[config.mk]
export PLATFORM = sky130hd
export DESIGN_NAME = i2s_stereo_packer_flat
export DESIGN_NICKNAME = d
export VERILOG_FILES = /design/src/rtl/i2s_stereo_packer_if.sv /design/src/rtl/i2s_stereo_packer.sv /design/src/flat_wrapper.sv
export SDC_FILE = /design/constraint.sdc
export NUM_CORES = 1
export LEC_CHECK = 0
export CAP_MARGIN = 25
export CORE_ASPECT_RATIO = 2
export CORE_UTILIZATION = 25
export CTS_CLUSTER_SIZE = 30
export DETAILED_ROUTE_END_ITERATION = 8
export PLACE_DENSITY = 0.48
export SETUP_SLACK_MARGIN = 0.02
export SLEW_MARGIN = 20
export SYNTH_ARGS = -nofsm -noshare
export SYNTH_HDL_FRONTEND = slang
export SYNTH_SLANG_ARGS = --single-unit
[constraint.sdc]
create_clock -name clk -period 6.43 [get_ports clk]
set_input_delay 1.286 -clock clk [delete_from_list [all_inputs] [get_ports clk]]
set_output_delay 1.286 -clock clk [all_outputs]
set_load 0.005 [all_outputs]
[src/rtl/i2s_stereo_packer_if.sv]
// Stereo packer bus: decoder word strobes in, stereo frame stream and status out.
// Latency: n/a (signal bundle only).
// Backpressure: the frame side uses valid/ready; the decoder side cannot be stalled.
interface i2s_stereo_packer_if #(
    parameter int DATA_WIDTH = 24,
    parameter int FIFO_DEPTH = 8
) ();
    logic [DATA_WIDTH-1:0]              left_word_i;
    logic                               left_word_valid_i;
    logic [DATA_WIDTH-1:0]              right_word_i;
    logic                               right_word_valid_i;
    logic [2*DATA_WIDTH-1:0]            frame_o;
    logic                               frame_valid_o;
    logic                               frame_ready_i;
    logic [$clog2(FIFO_DEPTH+1)-1:0]    fifo_level_o;
    logic                               overflow_o;
    logic                               sync_err_o;
    logic                               clear_i;

    // Driver side: decoder words in, consumer ready and flag clear.
    modport master (
        output left_word_i, left_word_valid_i, right_word_i, right_word_valid_i,
        output frame_ready_i, clear_i,
        input  frame_o, frame_valid_o, fifo_level_o, overflow_o, sync_err_o
    );

    // Packer side.
    modport slave (
        input  left_word_i, left_word_valid_i, right_word_i, right_word_valid_i,
        input  frame_ready_i, clear_i,
        output frame_o, frame_valid_o, fifo_level_o, overflow_o, sync_err_o
    );
endinterface

[src/rtl/i2s_stereo_packer.sv]
// Pairs decoder left/right strobes into {left,right} frames and buffers them in a FIFO.
// Latency: frame visible one cycle after the right strobe when the FIFO was empty.
// Backpressure: frame_ready_i stalls the FIFO; frames arriving while full are dropped (overflow).
module i2s_stereo_packer #(
    parameter int DATA_WIDTH = 24,
    parameter int FIFO_DEPTH = 8
) (
    input  logic clk,
    input  logic rst,
    i2s_stereo_packer_if.slave bus
);
    localparam int PW = (FIFO_DEPTH > 1) ? $clog2(FIFO_DEPTH) : 1;
    localparam int LW = $clog2(FIFO_DEPTH + 1);
    localparam int FW = 2 * DATA_WIDTH;

    typedef enum logic {
        WAIT_LEFT  = 1'b0,
        WAIT_RIGHT = 1'b1
    } state_t;

    state_t                 state;
    state_t                 state_next;
    logic [DATA_WIDTH-1:0]  hold;
    logic [DATA_WIDTH-1:0]  hold_next;
    logic                   push_req;
    logic [FW-1:0]          push_dat;
    logic                   sync_evt;

    logic [FW-1:0]          mem [FIFO_DEPTH];
    logic [PW-1:0]          wr_ptr;
    logic [PW-1:0]          rd_ptr;
    logic [LW-1:0]          level;
    logic                   pop;
    logic                   push_ok;
    logic                   overflow_evt;
    logic                   overflow;
    logic                   sync_err;

    // Pairing state and held left word.
    always_ff @(posedge clk) begin
        if (rst) begin
            state <= WAIT_LEFT;
            hold  <= '0;
        end else begin
            state <= state_next;
            hold  <= hold_next;
        end
    end

    // Pairing decisions: which word to keep, when to push, when order is violated.
    always_comb begin
        state_next = state;
        hold_next  = hold;
        push_req   = 1'b0;
        push_dat   = {hold, bus.right_word_i};
        sync_evt   = 1'b0;
        if (bus.left_word_valid_i && bus.right_word_valid_i) begin
            // Simultaneous strobes cannot be ordered; drop both and resync.
            sync_evt   = 1'b1;
            state_next = WAIT_LEFT;
        end else if (bus.left_word_valid_i) begin
            // A second left before its right is an error, but the newest left wins.
            if (state == WAIT_RIGHT) begin
                sync_evt = 1'b1;
            end
            hold_next  = bus.left_word_i;
            state_next = WAIT_RIGHT;
        end else if (bus.right_word_valid_i) begin
            if (state == WAIT_RIGHT) begin
                push_req   = 1'b1;
                state_next = WAIT_LEFT;
            end else begin
                sync_evt = 1'b1;
            end
        end
    end

    assign pop          = bus.frame_valid_o && bus.frame_ready_i;
    // A full FIFO still accepts a frame when the head leaves in the same cycle.
    assign push_ok      = push_req && ((level < LW'(FIFO_DEPTH)) || pop);
    assign overflow_evt = push_req && !push_ok;

    // Frame storage; contents need no reset since the output is gated by level.
    always_ff @(posedge clk) begin
        if (push_ok) begin
            mem[wr_ptr] <= push_dat;
        end
    end

    // Pointers and occupancy; power-of-two depth lets the pointers wrap naturally.
    always_ff @(posedge clk) begin
        if (rst) begin
            wr_ptr <= '0;
            rd_ptr <= '0;
            level  <= '0;
        end else begin
            if (push_ok) begin
                wr_ptr <= wr_ptr + PW'(1);
            end
            if (pop) begin
                rd_ptr <= rd_ptr + PW'(1);
            end
            case ({push_ok, pop})
                2'b10:   level <= level + LW'(1);
                2'b01:   level <= level - LW'(1);
                default: level <= level;
            endcase
        end
    end

    // Sticky flags; a new event beats a same-cycle clear.
    always_ff @(posedge clk) begin
        if (rst) begin
            overflow <= 1'b0;
            sync_err <= 1'b0;
        end else begin
            if (overflow_evt) begin
                overflow <= 1'b1;
            end else if (bus.clear_i) begin
                overflow <= 1'b0;
            end
            if (sync_evt) begin
                sync_err <= 1'b1;
            end else if (bus.clear_i) begin
                sync_err <= 1'b0;
            end
        end
    end

    assign bus.frame_valid_o = (level != '0);
    assign bus.frame_o       = bus.frame_valid_o ? mem[rd_ptr] : '0;
    assign bus.fifo_level_o  = level;
    assign bus.overflow_o    = overflow;
    assign bus.sync_err_o    = sync_err;
endmodule

[src/flat_wrapper.sv]
// flat-port wrapper written by rule: the top's interface ports become plain ports
module i2s_stereo_packer_flat 
#(
    parameter int DATA_WIDTH = 24,
    parameter int FIFO_DEPTH = 8
)
  (clk, rst, bus_left_word_i, bus_left_word_valid_i, bus_right_word_i, bus_right_word_valid_i, bus_frame_ready_i, bus_clear_i, bus_frame_o, bus_frame_valid_o, bus_fifo_level_o, bus_overflow_o, bus_sync_err_o);
  i2s_stereo_packer_if #(.DATA_WIDTH(DATA_WIDTH), .FIFO_DEPTH(FIFO_DEPTH)) bus_i ();
  input  logic clk;
  input  logic rst;
  input wire logic [$bits(bus_i.left_word_i)-1:0] bus_left_word_i;
  input wire logic [$bits(bus_i.left_word_valid_i)-1:0] bus_left_word_valid_i;
  input wire logic [$bits(bus_i.right_word_i)-1:0] bus_right_word_i;
  input wire logic [$bits(bus_i.right_word_valid_i)-1:0] bus_right_word_valid_i;
  input wire logic [$bits(bus_i.frame_ready_i)-1:0] bus_frame_ready_i;
  input wire logic [$bits(bus_i.clear_i)-1:0] bus_clear_i;
  output wire logic [$bits(bus_i.frame_o)-1:0] bus_frame_o;
  output wire logic [$bits(bus_i.frame_valid_o)-1:0] bus_frame_valid_o;
  output wire logic [$bits(bus_i.fifo_level_o)-1:0] bus_fifo_level_o;
  output wire logic [$bits(bus_i.overflow_o)-1:0] bus_overflow_o;
  output wire logic [$bits(bus_i.sync_err_o)-1:0] bus_sync_err_o;
  assign bus_i.left_word_i = bus_left_word_i;
  assign bus_i.left_word_valid_i = bus_left_word_valid_i;
  assign bus_i.right_word_i = bus_right_word_i;
  assign bus_i.right_word_valid_i = bus_right_word_valid_i;
  assign bus_i.frame_ready_i = bus_frame_ready_i;
  assign bus_i.clear_i = bus_clear_i;
  assign bus_frame_o = bus_i.frame_o;
  assign bus_frame_valid_o = bus_i.frame_valid_o;
  assign bus_fifo_level_o = bus_i.fifo_level_o;
  assign bus_overflow_o = bus_i.overflow_o;
  assign bus_sync_err_o = bus_i.sync_err_o;
  i2s_stereo_packer #(.DATA_WIDTH(DATA_WIDTH), .FIFO_DEPTH(FIFO_DEPTH)) u_core (.clk(clk), .rst(rst), .bus(bus_i));
endmodule
## Yosys cells after proc, flatten, opt, wreduce, memory -nomap -nowiden

Memories as Yosys holds them, arrays and structs flattened. A register that Yosys moved wholly into a read port is not among the register bits.
Index checks and enable logic that the tools add are counted.

- Reduce and logical (&&, ||, !) cells: 13
- Add/subtract/negate cells: 4
- Equality and inequality tests: 2
- Mux-type cells: 19
- Magnitude comparators: 1
- Bitwise operators: 1

Operators by type and width:

| cell | number |
|---|---|
| $mux 48 | 1 |
| $mux 1 | 15 |
| $pmux 4 s2 | 1 |
| $reduce_bool 2->1 | 4 |
| $add 3x1->3 const B | 2 |
| $mux 3 | 2 |
| $add 4x1->4 const B | 1 |
| $logic_and 1x1->1 | 4 |
| $lt 4x4->1 const B | 1 |
| $reduce_bool 4->1 | 1 |
| $sub 4x1->4 const B | 1 |
| $eq 2x1->1 const B | 1 |
| $eq 2x2->1 const B | 1 |
| $reduce_and 2->1 | 1 |
| $reduce_or 2->1 | 1 |
| $logic_not 1->1 | 1 |
| $logic_or 1x1->1 | 1 |
| $not 1->1 | 1 |

- Output and inout port bits: 55
- Logic and storage cells: 48
- Bits in writable memories: 384
- Flip-flop bits (word level): 37
- Memories: 1
- Input port bits: 54

Memory list:

| name | words | width | read ports | clocked after Yosys merged registers in | write ports | line | text |
|---|---|---|---|---|---|---|---|
| u_core.mem | 8 | 48 | 1 | 1 | 1 | i2s_stereo_packer.sv:29 | `logic [FW-1:0] mem [FIFO_DEPTH];` |

## Logic depth before layout (Yosys ltp)

- Depth after elaboration: 8
- Mapped depth: 10
- Gate-level depth less buffers: 9

## Worst setup path before layout

No wires, ideal clock.

- Path type: input to register
- Start: input port bus_left_word_valid_i
- End: memory u_core.mem[0][0] (netlist bit) (enable)
- Library setup time: 0.573 ns
- Path buffers: 1
- Stages on the path: 4
- Data required time: 5.857 ns
- Path slack: -0.556 ns
- Arrival: 6.414 ns
- Path through: and3b_1 clkbuf_1 nand2_1 nor4_1

- Longest elaborated chain between the ends: 5
- Elaborated cells on any way between the ends: 6
- Those cells by class: mux (4); reduce/logical (2)

RTL lines:

| item | line | text |
|---|---|---|
| from (decl) | flat_wrapper.sv:12 | `input wire logic [$bits(bus_i.left_word_valid_i)-1:0] bus_left_word_valid_i;` |
| $mux 1 / $logic_and 1x1->1 (equally long branches) | i2s_stereo_packer.sv:61, i2s_stereo_packer.sv:57 |  |
| $mux 1 (*) | i2s_stereo_packer.sv:57 | `if (bus.left_word_valid_i && bus.right_word_valid_i) begin` |
| $logic_and 1x1->1 (*) | i2s_stereo_packer.sv:80 | `assign push_ok = push_req && ((level < LW'(FIFO_DEPTH)) \|\| pop);` |
| $mux 1 (*) | i2s_stereo_packer.sv:85 | `if (push_ok) begin` |
| $mux 1 (not written as such) (*) | i2s_stereo_packer.sv:86 | `mem[wr_ptr] <= push_dat;` |
| to (decl) | i2s_stereo_packer.sv:29 |  |

Mark *: on every way between the ends. The rest lies on a longest branch, timed or not.

==> out/results.ini <==
[logic_synthesis]
ys_seq_elements=424
syn-instance-count=804
yosysSeqAreaShare_pct=76.1
synth_fp_nets=863
synth-edff-count=384
postSynthAreaPerCell_um2=20.2
count_of_different_cell_masters_after_synthesis=33
synthesis.yosys.warnings=0
synth_area_mm2=0.0162
ys_async_sr_fraction_pct=0
ys_dominant_reg_cell=edfxtp_1

[layout]
stdcell_area_mm2=0.0195
design.final.nets=980
post_route_cells_drive_above_1_share_pct=18.7
fillers=6183
multiInputGateArea_mm2=0.00365
syn2layout_area_growth_pct=20.1
area.sequential_mm2=0.0123
stdcell_count=1747

[setup_path]
timing.critical_path.buf_inv=2
cpLargestDelayFamily=flip-flops
worst-path-max-fanout=63
critical-path-slowest-cell=dfxtp_4
critical_path_required_ns=5.14
timing.critical_path.cells=buf_4 > mux4_2 > mux2i_1 > nor2_1 > clkdlybuf4s50_1
critical_path.max_stage_delay_ns=1.00
type_of_the_worst_setup_path=reg -> out
setup.worst_path.end_class=output pin
setup.worst_path.start_class=flip-flop
worst-endpoint-arrival_ns=3.20

[grt]
first_global_vias=8501
wire_length_of_the_first_global_routing_pass_mm=56.9
antenna_found_initial=2
grt_util_all_layers_pct=11.9
grt_overflow_total=0
grt_max_degree=64

[timing]
rsz_0062_raised_after_global_routing=false
hold_slack_ns=0.450
post-route-period-util_pct=69.8
timing_max_transition_violations_final=0
max_freq_mhz=223
setup_tns_ns=0
worst_slew_pin_slew_ns=1.03
worst_slew_margin_rel_pct=31.4
timing.final.crit_period_ns=4.49
report.final.setup_viol=0
timing.final.hold_violations=0
clock-skew-final_ns=0.0152

[floorplan]
initial_utilization_pct=25.4
core_area_mm2=0.0639
fp.dieH_um=362
row_count=131
floorplan.die_area_mm2=0.0659
num_ports=109
die_width_um=182

[route]
via_density_per_instance=4.39
postRouteAntennaNets=0
drc=0
avgRoutedWirePerCell_um=22.0
drtIter0Drc=451
num_vias=7676
first_pass_iters=4
detail_route.wirelength_mm=38.4

[clocking]
htreeDepth=2
tritoncts_clock_tree=built
clkLatencyLatePin_ns=0.54
cts_post_setup_buffers_inserted=0
resized_after_cts=0
clkSinkCount=424
clock_tree.root_cell=clkbuf_16
clockBufferDepth=3
cts-buffers-inserted=36
cts_hold_buffers=0
clk_transition_reported_paths_ns=0.07

[worst_hold_path]
worstHoldPathType=reg -> reg

[pwr]
power.static_leakage_nw=5.82
vdd.ir_drop.worst_mv=0.166
power_density_mw_per_mm2=285

[status]
run_status=finished clean

[placement]
postPlaceCellArea_mm2=0.0183
hpwlAfterDp_mm=22.2
placedCellCount=1680
port_buffers=108
finalWeightedCongestion=0.694

[job]
cap_viol_max_count=0

where the power goes:
| group | switching, mW | internal (mW) | leakage [nW] |
|---|---|---|---|
| Combinational | 0.146 | 0.166 | 1.45 |
| Sequential | 0.0284 | 3.01 | 3.80 |
| Clock | 0.987 | 1.20 | 0.569 |
| Total | 1.16 | 4.38 | 5.82 |
synth_stat cells, types with 2 or more instances:
master,number,area (um2)
nand2b_1,5,31.3
inv_1,2,7.51
buf_12,5,100
nor2b_1,2,12.5
clkbuf_1,19,71.3
a21oi_1,29,145
ha_1,5,62.6
mux2i_1,50,500
mux4_2,90,2030
mux4_1,6,158
nor3_1,5,25.0
dfxtp_1,40,801
buf_2,19,95.1
nand2_1,54,203
nand3_1,4,20.0
o21ai_0,2,10.0
xor2_1,6,52.6
nor2_1,63,236
edfxtp_1,384,11500
cells by family (layout without fill, tap and decap cells):
family / after synthesis / in the layout / synth area share (%)
compound gates: 35 / 35 / 1.14
xor+xnor: 7 / 7 / 0.378
fa+ha+maj: 5 / 5 / 0.386
buf+inv: 48 / 192 / 1.81
flops: 424 / 424 / 76.1
mux: 147 / 147 / 16.6
other cells: 0 / 1 / 0
simple gates: 138 / 138 / 3.57
final timing paths:
path	startpoint	to	slack (ns)	cells past startpoint
hold / removal	u_core.bus.sync_err_o	u_core.bus.sync_err_o	0.45	2
setup / recovery	flip-flop	bus_frame_o[21]	1.94	5
setup reg to reg	u_core.bus.fifo_level_o[1]	u_core.bus.fifo_level_o[2]	3.27	10
hold reg to reg	u_core.bus.sync_err_o	u_core.bus.sync_err_o	0.45	2
placed cells by master, fill, tap and decap left out, types with 4 or more instances in the layout:
| master | instances |
|---|---|
| buf_4 | 8 |
| clkbuf_1 | 7 |
| mux4_2 | 90 |
| nand2_1 | 54 |
| edfxtp_1 | 384 |
| nand3_1 | 4 |
| nor3_2 | 4 |
| ha_1 | 5 |
| clkinv_2 | 7 |
| clkbuf_16 | 37 |
| mux4_1 | 6 |
| buf_12 | 7 |
| mux2i_1 | 50 |
| inv_6 | 5 |
| a21oi_1 | 29 |
| nand2b_1 | 4 |
| dfxtp_1 | 37 |
| nor2_1 | 60 |
| clkdlybuf4s50_1 | 107 |
| xor2_1 | 6 |
metrics by stage:
stage          total power, mW  setup slack, ns  util [%]
2_1_floorplan             3.26            0.723         -
3_3_place_gp              3.42             2.17      28.6
3_5_place_dp              3.42             2.24      28.6
4_1_cts                   5.63             1.65      30.4
5_1_grt                   5.74             1.71      30.5
6_report                  5.54             1.94      30.5
sequential cells by signal, indices dropped and copies added (netlist names), named ones only:
name,count
u_core.bus.fifo_level_o,4
u_core.bus.overflow_o,1
u_core.bus.sync_err_o,1
u_core.hold,24
u_core.mem,384
u_core.rd_ptr,3
u_core.state,1
u_core.wr_ptr,3
per-layer routing:
layer | vias to the layer above | share of wire (%) | track usage, %
li1 | 3439 | - | -
met1 | 4048 | 40 | 13.6
met2 | 139 | 54 | 22.1
met3 | 46 | 3.5 | 1.97
met4 | 4 | 2.2 | 3.91
met5 | - | 0.070 | 0
tightest hold or removal path: stages, from the launching register on:
cell and delay, ns:
dfxtp_1 0.31, nand2_1 0.05, a21oi_1 0.05
final cells by class:
| type | instances | area share, % |
|---|---|---|
| well taps | 798 | 5.13 |
| clock inverters | 20 | 1.00 |
| repair buffers | 124 | 6.70 |
| inverters | 3 | 0.0578 |
| flip-flops and latches | 424 | 63.4 |
| diodes | 1 | 0.0129 |
| multi-input cells | 332 | 18.8 |
| clock buffers | 45 | 4.96 |
(Power assumes the default switching activity.)
